`src/rtl/npu_pkg.sv`:
```
// Shared definitions for the NPU command sequencer: opcodes, FSM states,
// status bit positions and the default result width.
package npu_pkg;

    localparam logic [7:0] OP_WR_WGT     = 8'h01;
    localparam logic [7:0] OP_WR_ACT     = 8'h02;
    localparam logic [7:0] OP_RUN        = 8'h10;
    localparam logic [7:0] OP_RD_RES     = 8'h20;
    localparam logic [7:0] OP_RD_STATUS  = 8'h30;
    localparam logic [7:0] OP_CLR_STATUS = 8'h3F;

    localparam int RES_W_DEF = 16;

    localparam int ST_TIMEOUT  = 15;
    localparam int ST_ILLEGAL  = 14;
    localparam int ST_ZERO_LEN = 13;

    typedef enum logic [2:0] {
        S_IDLE,
        S_WRITE,
        S_RUN_START,
        S_RUN_WAIT,
        S_READ_REQ,
        S_READ_CAP,
        S_RESP
    } seq_state_e;

endpackage

```
`src/rtl/npu_run_watchdog.sv`:
```
// Cycle counter for a MAC run: held clear outside the wait window, counts while
// enabled and flags the last permitted cycle of the window.
module npu_run_watchdog #(
    parameter int TIMEOUT_CYC = 4096
) (
    input  logic clk,
    input  logic rst,
    input  logic clear,
    input  logic enable,
    output logic expire
);

    localparam int CNT_W = (TIMEOUT_CYC > 1) ? $clog2(TIMEOUT_CYC) : 1;

    logic [CNT_W-1:0] count;

    always_ff @(posedge clk) begin
        if (rst || clear) begin
            count <= '0;
        end else if (enable) begin
            count <= count + 1'b1;
        end
    end

    // Asserted during the final wait cycle so the abort lands one cycle later.
    assign expire = enable && (count == CNT_W'(TIMEOUT_CYC - 1));

endmodule

```
`src/rtl/npu_cmd_sequencer.sv`:
```
// Host frame decoder and NPU run sequencer: buffer writes, supervised MAC runs,
// result/status readback into the MISO response register.
module npu_cmd_sequencer
    import npu_pkg::*;
#(
    parameter int ADDR_W      = 8,
    parameter int VAL_W       = 8,
    parameter int RES_W       = RES_W_DEF,
    parameter int TIMEOUT_CYC = 4096
) (
    input  logic              clk,
    input  logic              rst,
    input  logic              frame_valid,
    input  logic [7:0]        frame_cmd,
    input  logic [15:0]       frame_data,
    output logic              frame_ready,
    output logic              wgt_we,
    output logic              act_we,
    output logic [ADDR_W-1:0] buf_addr,
    output logic [VAL_W-1:0]  buf_wdata,
    output logic              mac_start,
    output logic [7:0]        mac_len,
    input  logic              mac_done,
    output logic              mac_abort,
    output logic              res_re,
    output logic [ADDR_W-1:0] res_addr,
    input  logic [RES_W-1:0]  res_rdata,
    output logic [RES_W-1:0]  tx_data,
    output logic              tx_valid,
    input  logic              tx_ack,
    output logic              done,
    output logic [15:0]       status
);

    seq_state_e state, state_next;

    logic             accept;
    logic             wd_expire;
    logic             flag_to, flag_ill, flag_zl;
    logic [7:0]       run_cnt;

    logic             wgt_we_n, act_we_n, mac_start_n, mac_abort_n, res_re_n;
    logic             done_n, ready_n, tx_valid_n;
    logic             flag_to_n, flag_ill_n, flag_zl_n;
    logic [7:0]       run_cnt_n, mac_len_n;
    logic [RES_W-1:0] tx_data_n;

    assign accept = frame_valid && frame_ready;

    npu_run_watchdog #(
        .TIMEOUT_CYC(TIMEOUT_CYC)
    ) u_watchdog (
        .clk    (clk),
        .rst    (rst),
        .clear  (state != S_RUN_WAIT),
        .enable (state == S_RUN_WAIT),
        .expire (wd_expire)
    );

    always_comb begin
        status              = '0;
        status[ST_TIMEOUT]  = flag_to;
        status[ST_ILLEGAL]  = flag_ill;
        status[ST_ZERO_LEN] = flag_zl;
        status[7:0]         = run_cnt;
    end

    always_comb begin
        state_next  = state;
        wgt_we_n    = 1'b0;
        act_we_n    = 1'b0;
        mac_start_n = 1'b0;
        mac_abort_n = 1'b0;
        res_re_n    = 1'b0;
        mac_len_n   = mac_len;
        flag_to_n   = flag_to;
        flag_ill_n  = flag_ill;
        flag_zl_n   = flag_zl;
        run_cnt_n   = run_cnt;
        tx_data_n   = tx_data;
        tx_valid_n  = tx_valid && !tx_ack;

        case (state)
            S_IDLE: begin
                if (accept) begin
                    // Single-cycle commands act at acceptance and pass through
                    // WRITE with no strobe, so every frame ends in RESP.
                    case (frame_cmd)
                        OP_WR_WGT: begin
                            wgt_we_n   = 1'b1;
                            state_next = S_WRITE;
                        end
                        OP_WR_ACT: begin
                            act_we_n   = 1'b1;
                            state_next = S_WRITE;
                        end
                        OP_RUN: begin
                            if (frame_data[7:0] == 8'd0) begin
                                flag_zl_n  = 1'b1;
                                state_next = S_RESP;
                            end else begin
                                mac_start_n = 1'b1;
                                mac_len_n   = frame_data[7:0];
                                state_next  = S_RUN_START;
                            end
                        end
                        OP_RD_RES: begin
                            res_re_n   = 1'b1;
                            state_next = S_READ_REQ;
                        end
                        OP_RD_STATUS: begin
                            tx_data_n  = RES_W'(status);
                            tx_valid_n = 1'b1;
                            state_next = S_WRITE;
                        end
                        OP_CLR_STATUS: begin
                            flag_to_n  = 1'b0;
                            flag_ill_n = 1'b0;
                            flag_zl_n  = 1'b0;
                            run_cnt_n  = 8'd0;
                            state_next = S_WRITE;
                        end
                        default: begin
                            flag_ill_n = 1'b1;
                            state_next = S_WRITE;
                        end
                    endcase
                end
            end
            S_WRITE:     state_next = S_RESP;
            S_RUN_START: state_next = S_RUN_WAIT;
            S_RUN_WAIT: begin
                // Completion wins over a coincident expiry.
                if (mac_done) begin
                    run_cnt_n  = run_cnt + 8'd1;
                    state_next = S_RESP;
                end else if (wd_expire) begin
                    mac_abort_n = 1'b1;
                    flag_to_n   = 1'b1;
                    state_next  = S_RESP;
                end
            end
            S_READ_REQ:  state_next = S_READ_CAP;
            S_READ_CAP: begin
                tx_data_n  = res_rdata;
                tx_valid_n = 1'b1;
                state_next = S_RESP;
            end
            S_RESP:      state_next = S_IDLE;
            default:     state_next = S_IDLE;
        endcase

        done_n  = (state_next == S_RESP);
        ready_n = (state_next == S_IDLE);
    end

    always_ff @(posedge clk) begin
        if (rst) begin
            state       <= S_IDLE;
            frame_ready <= 1'b1;
            wgt_we      <= 1'b0;
            act_we      <= 1'b0;
            mac_start   <= 1'b0;
            mac_abort   <= 1'b0;
            res_re      <= 1'b0;
            done        <= 1'b0;
            mac_len     <= 8'd0;
            tx_data     <= '0;
            tx_valid    <= 1'b0;
            flag_to     <= 1'b0;
            flag_ill    <= 1'b0;
            flag_zl     <= 1'b0;
            run_cnt     <= 8'd0;
        end else begin
            state       <= state_next;
            frame_ready <= ready_n;
            wgt_we      <= wgt_we_n;
            act_we      <= act_we_n;
            mac_start   <= mac_start_n;
            mac_abort   <= mac_abort_n;
            res_re      <= res_re_n;
            done        <= done_n;
            mac_len     <= mac_len_n;
            tx_data     <= tx_data_n;
            tx_valid    <= tx_valid_n;
            flag_to     <= flag_to_n;
            flag_ill    <= flag_ill_n;
            flag_zl     <= flag_zl_n;
            run_cnt     <= run_cnt_n;
        end
    end

    // Operand registers only qualify strobes, so they carry no reset.
    always_ff @(posedge clk) begin
        if (accept) begin
            buf_addr  <= frame_data[15 -: ADDR_W];
            buf_wdata <= frame_data[VAL_W-1:0];
            res_addr  <= frame_data[ADDR_W-1:0];
        end
    end

endmodule

```
`config.mk`:
```
export PLATFORM = sky130hd
export DESIGN_NAME = npu_cmd_sequencer
export DESIGN_NICKNAME = d
export VERILOG_FILES = /design/src/rtl/npu_pkg.sv /design/src/rtl/npu_run_watchdog.sv /design/src/rtl/npu_cmd_sequencer.sv
export SDC_FILE = /design/constraint.sdc
export NUM_CORES = 1
export LEC_CHECK = 0
export ABC_CLOCK_PERIOD_IN_PS = 3900
export CORE_ASPECT_RATIO = 1.75
export CORE_UTILIZATION = 48
export CTS_CLUSTER_DIAMETER = 60
export DETAILED_ROUTE_END_ITERATION = 6
export PLACE_DENSITY = 0.93
export SLEW_MARGIN = 25
export SYNTH_ARGS = -nofsm -noshare
export SYNTH_HDL_FRONTEND = slang
export SYNTH_SLANG_ARGS = --single-unit
```
`constraint.sdc`:
```
create_clock -name clk -period 3.9 [get_ports clk]
set_input_delay 0.78 -clock clk [delete_from_list [all_inputs] [get_ports clk]]
set_output_delay 0.78 -clock clk [all_outputs]
set_load 0.005 [all_outputs]
```
# Word level (Yosys, flattened, before mapping)
# Cells that the tools add are included.
[totals]
register_bits = 74
input_bits = 45
[classes]
n_addsub = 2
eq_ne = 21
muxes = 29
n_bitwise = 6
n_reduce_logical = 22
[ops]
columns = ["operator", "n"]
rows = [
  ["$mux W16", 2],
  ["$pmux W16 S2", 1],
  ["$eq A8 B6 Y1 const B", 3],
  ["$mux W8", 3],
  ["$pmux W8 S2", 1],
  ["$pmux W3 S5", 1],
  ["$add A12 B1 Y12 const B", 1],
  ["$eq A12 B12 Y1 const B", 1],
  ["$mux W1", 12],
  ["$mux W3", 4],
  ["$reduce_and A4 Y1", 3],
  ["$ne A2 B2 Y1 const B", 5],
  ["$eq A3 B3 Y1 const B", 3],
  ["$add A8 B1 Y8 const B", 1],
  ["$eq A8 B1 Y1 const B", 1],
  ["$eq A8 B2 Y1 const B", 1],
  ["$eq A8 B5 Y1 const B", 1],
  ["$logic_not A8 Y1", 1],
  ["$pmux W1 S2", 4],
  ["$eq A3 B2 Y1 const B", 2],
  ["$logic_not A3 Y1", 2],
  ["$not A1 Y1", 6],
  ["$pmux W3 S2", 1],
  ["$reduce_and A3 Y1", 2],
  ["other kinds (12)", 18],
]

# Depth between registers and ports, before layout
[logic_depth]
ltp_word = 6
depth_mapped = 6
ltp_nobuf = 5

# Modules after synthesis
# Synthesis repeated with hierarchy kept, for this count alone.
[hier_totals]
hier_cells = 378
area_unflattened_um2 = 3394.5
[by_module_without_submodules]
columns = ["module", "n_inst", "cells_per_inst", "area_each_um2", "seq_area_each_um2"]
rows = [
  ["npu_cmd_sequencer", 1, 315, 2832.7, 1401.3],
  ["npu_run_watchdog", 1, 63, 561.8, 240.2],
]

# Worst setup path before layout
# Ideal clock, no wire load.
[synth_timing]
kind = "input to register"
from = "input frame_valid"
to = "register tx_data[0]"
setup_time_ns = 0.142
arrival_ns = 2.314
required_ns = 3.758
path_slack_ns = 1.444
path_stages = 6
n_path_buf = 2
path_cell_list = "and2_1 > clkbuf_1 > a41oi_1 > nor2_2 > buf_6 > a211oi_2"
[synth_between]
elab_chain_cells = 3
[synth_rtl]
columns = ["item", "line_no", "text"]
rows = [
  ["start: declaration", "npu_cmd_sequencer.sv:13", "input logic frame_valid,"],
  ["$logic_and A1 B1 Y1", "npu_cmd_sequencer.sv:48", "assign accept = frame_valid && frame_ready;"],
  ["named net accept", "npu_cmd_sequencer.sv:37", "logic accept;"],
  ["$ne A2 B2 Y1 (no line)", "-", ""],
  ["$reduce_and A3 Y1 (no line)", "-", ""],
  ["end signal: assignment", "npu_cmd_sequencer.sv:184", "tx_data <= tx_data_n;"],
  ["end: declaration", "npu_cmd_sequencer.sv:28", "output logic [RES_W-1:0] tx_data,"],
]
# The timed path passes the listed nets, and every way through them passes these cells.
# A chain may end at the register's enable or synchronous reset.

# Worst setup path in the final report
[layout_timing]
from = "input frame_cmd[0]"
to = "register tx_data[13]"
[layout_between]
elab_chain_cells = 3
[layout_rtl]
columns = ["item", "line_no", "text"]
rows = [
  ["start: declaration", "npu_cmd_sequencer.sv:14", "input logic [7:0] frame_cmd,"],
  ["$eq A8 B6 Y1", "npu_cmd_sequencer.sv:88", "case (frame_cmd)"],
  ["$ne A2 B1 Y1 (no line)", "-", ""],
  ["$reduce_and A3 Y1 (no line)", "-", ""],
]
# Every way passes these cells.

==> flow_results.org <==
** Global routing
- Total global routing track utilization :: approximately a quarter
- The number of antenna violations at the first check in global routing came to 0.
- Met3 Resource Use GR :: just over 5%
- Entering global routing, the biggest net connects 32 pins.
- Global routing finished with a remaining overflow of 0.
- For met1 alone, demand over resource in global routing was between 20% and 30%.
- met2 is the most crowded layer.
- Global-route wire length before repair :: 12900 µm
- Grt met2 use :: between 40% and 50%
- The via count of the first global-routing pass is between 2000 and 3000.

** STA
- The final critical path takes up between 70% and 80% of the cycle.
- Clock skew on the completed layout was measured at ~0.0060 ns.
- Setup repair after global routing left no endpoint under its margin.
- After routing, the total negative slack on setup checks comes to 0 ns.
- Final hold vios :: 0
- The number of max-slew violations in the final report came to 0.
- Setup violations remaining at the end of the flow were counted as 0.
- Top achievable clock speed :: between 0.3 and 0.4 GHz
- The worst path needs 2.81 ns of the cycle, external delays included.
- Hold timing on the final database bottoms out at a slack of 0.449 ns.
- At the pin with the least slew margin, the transition time is between 0.8 and 0.9 ns.
- The worst pin sits at a relative slew slack of ~46%.

** Yosys
- Synthesized area :: ~3300 µm²
- The number of different library cells used by synthesis comes to 47.
- Async set or reset register ratio after synthesis :: 0%
- In the post-synthesis netlist, the cell with the most instances is sky130_fd_sc_hd__dfxtp_1.
- The Yosys step of the flow raised 0 warnings.
- Sequential elements use roughly half of the synthesized area.
- Ys flop type :: sky130_fd_sc_hd__dfxtp_1
- Fraction of post-synthesis cell area in the top cell type by area :: between 30% and 40%
- By area the synthesized netlist is led by sky130_fd_sc_hd__dfxtp_1 35%, sky130_fd_sc_hd__edfxtp_1 15%, sky130_fd_sc_hd__a21oi_1 6.1%, sky130_fd_sc_hd__mux2i_1 4.9%, sky130_fd_sc_hd__buf_4 4.6%.
- The largest total area in the synthesized netlist belongs to sky130_fd_sc_hd__dfxtp_1.
- Counting every instance in the synthesized netlist gives 336.
- Synth top cells by count :: 58 x sky130_fd_sc_hd__dfxtp_1, 40 x sky130_fd_sc_hd__a21oi_1, 33 x sky130_fd_sc_hd__nand2_1
- In this run the mean area of a mapped cell was 9.80 µm².
- Counting flops with a built-in enable in the synthesized netlist gives 16.
- The synthesized design contains 74 register bits.

** Clocking
- H-tree level count :: 3
- TritonCTS Sinks :: 74
- Buffers added to address setup during post-CTS repair amount to 0.
- Hold repair after CTS inserted 0 buffers.
- CTS-repair resized insts :: 0
- Clock Root Buffer :: sky130_fd_sc_hd__clkbuf_16
- TritonCTS created 9 clock buffers.
- TritonCTS built the clock tree.
- Clock-pin slew on the worst setup and hold paths :: about 0.06 ns
- For the worst-skew pair, the clock arrives at the later sink with an insertion delay of ~0.33 ns.
- In this run the deepest clock path goes through 2 buffers.

** Setup path
- Worst EP required :: 4.08 ns
- The critical path goes through clkdlybuf4s50_1, nor4_4, a41oi_1, nor2_2, a211oi_1.
- Largest stage delay on the critical path :: ~0.62 ns
- Launching element type of the critical path :: input port
- Largest fanout on the critical path :: 11
- Crit end category :: flip-flop
- Data arrives at the worst endpoint at 3.00 ns.
- Standard cell with the maximum stage delay on the critical path :: sky130_fd_sc_hd__nor2_2
- Critical Setup Path Class :: in2reg

** Power and ir drop
- Pwr dens :: about 460 nW/µm²
- Largest voltage drop on the vdd net :: between 0.2 and 0.3 mV
- In this run the static leakage power is 1.56 nW.

** Route
- First drt pass iteration count :: 4
- After detailed routing, the number of vias per cell comes to between 5 and 6.
- Once detail routing completed, the nets flagged for antenna violations numbered 0.
- First-iteration detailed-routing DRC count :: 184
- Drt total wl :: approximately 8200 µm
- In the final routed layout, each cell accounts on average for 15.9 µm.
- Via count :: 2886
- Drc violations :: 0

** Floorplan
- Number of rows in the core area :: 39
- Floorplan die width :: 64.6 µm
- Core area :: around 6600 µm²
- The floorplan step defined a die boundary enclosing between 7000 and 8000 µm².
- Initial cell density of the core :: between 40% and 50%
- In this run the count of I/O pins placed on the die edge is ~120.
- The die is 112 µm tall.

** Place
- After detailed placement, the design holds a cell count of about 500.
- Buffers on Ports :: 111
- Detail Placement HPWL :: about 6100 µm
- Gp weighted congestion :: roughly 0.84

** Flow run
- The tool flagged a number of max-cap violations equal to 0.

** Final layout
- Final Net Count :: between 400 and 500
- Total inserted antenna cells :: 0
- The count of cells in the finished layout, fillers not included, comes to 517.
- Fill count :: approximately 500
- In the final layout, the share of cells above drive strength 1 is 7.82%.
- Syn-to-layout area delta :: 40.4%
- Post-Route Utilization :: between 70 and 80%

** Min path
- Min-delay worst type :: reg2reg

** Status
- The flow ran to the end, and the final reports show no timing, DRC or antenna violations.
-- metrics by stage --
step                setup WS [ns]  area, µm²  power, mW
floorplan                    1.44       3310       1.16
global placement            0.870       4320       1.34
detailed placement          0.744       4320       1.35
CTS                          1.10       4620       2.15
global route                0.890       4620       2.23
finish                       1.09       4620       2.15
-- final timing paths --
kind,from,to,slack [ns],cells past startpoint
worst max-delay path,frame_cmd[0],tx_data[13],1.09,5
worst min-delay path,u_watchdog.count[0],u_watchdog.count[0],0.45,1
worst max register to register,state[1],tx_data[1],1.70,4
worst min register to register,u_watchdog.count[0],u_watchdog.count[0],0.45,1
-- worst max-delay path: cells and delay by family --
kind / cells / cell delay [ns]
buffers and inverters: 1 / 0.52
and+or+nand+nor: 2 / 1.18
AOI/OAI and AO/OA: 2 / 0.51
-- power by group --
group | switching, mW | internal [mW] | total [mW]
clock network | 0.310 | 0.493 | 0.803
registers | 0.0621 | 0.858 | 0.920
logic | 0.200 | 0.225 | 0.425
-- cell usage in the layout (no fill, tap or decap), types with 2 or more instances in the layout --
cell type,count
sky130_fd_sc_hd__a211oi_2,10
sky130_fd_sc_hd__a21oi_1,40
sky130_fd_sc_hd__a31oi_1,2
sky130_fd_sc_hd__a41oi_1,3
sky130_fd_sc_hd__and2_1,8
sky130_fd_sc_hd__and3_1,4
sky130_fd_sc_hd__and4_1,3
sky130_fd_sc_hd__buf_4,2
sky130_fd_sc_hd__clkbuf_16,9
sky130_fd_sc_hd__clkdlybuf4s50_1,111
sky130_fd_sc_hd__clkinv_2,2
sky130_fd_sc_hd__conb_1,5
sky130_fd_sc_hd__dfxtp_1,58
sky130_fd_sc_hd__edfxtp_1,16
sky130_fd_sc_hd__ha_1,2
sky130_fd_sc_hd__inv_1,6
sky130_fd_sc_hd__mux2i_1,16
sky130_fd_sc_hd__nand2_1,33
sky130_fd_sc_hd__nand2b_1,7
sky130_fd_sc_hd__nand3_1,7
sky130_fd_sc_hd__nand4_1,10
sky130_fd_sc_hd__nor2_1,16
sky130_fd_sc_hd__nor3_1,5
sky130_fd_sc_hd__nor3b_1,2
sky130_fd_sc_hd__nor4_1,3
sky130_fd_sc_hd__o21ai_0,17
sky130_fd_sc_hd__or3_1,2
sky130_fd_sc_hd__or4_1,2
sky130_fd_sc_hd__xnor2_1,4
sky130_fd_sc_hd__xor2_1,8
-- final cells by class --
| type | count | area [µm²] | share of cell area, % |
|---|---|---|---|
| Clock buffer | 9 | 225 | 4.87 |
| Multi-Input combinational cell | 226 | 1440 | 31.1 |
| Clock inverter | 7 | 68.8 | 1.49 |
| Inverter | 6 | 22.5 | 0.487 |
| Timing Repair Buffer | 113 | 1130 | 24.4 |
| Sequential cell | 74 | 1640 | 35.5 |
| Tap cell | 82 | 103 | 2.22 |
-- routing by layer --
metal / part of all wire, % / wire length (µm)
met5: 0 / 0
met2: 54 / 4440
met3: 6.8 / 561
met1: 35 / 2930
met4: 3.8 / 312
-- sequential cells by signal (all words and copies together) (netlist names) --
| signal | flops |
|---|---|
| act_we | 1 |
| buf_addr | 8 |
| done | 1 |
| flag_ill | 1 |
| flag_to | 1 |
| flag_zl | 1 |
| frame_ready | 1 |
| mac_abort | 1 |
| mac_len | 8 |
| mac_start | 1 |
| res_addr | 8 |
| res_re | 1 |
| run_cnt | 8 |
| state | 3 |
| tx_data | 16 |
| tx_valid | 1 |
| u_watchdog.count | 12 |
| wgt_we | 1 |
-- logic make-up after synthesis --
kind of cell | share of synthesized area [%]
compound gates | 15.4
xor+xnor | 3.19
fa+ha+maj | 0.760
buf+inv | 7.22
flops | 49.8
mux | 4.86
other cells | 0.114
simple gates | 18.6
(Power assumes the default switching activity.)
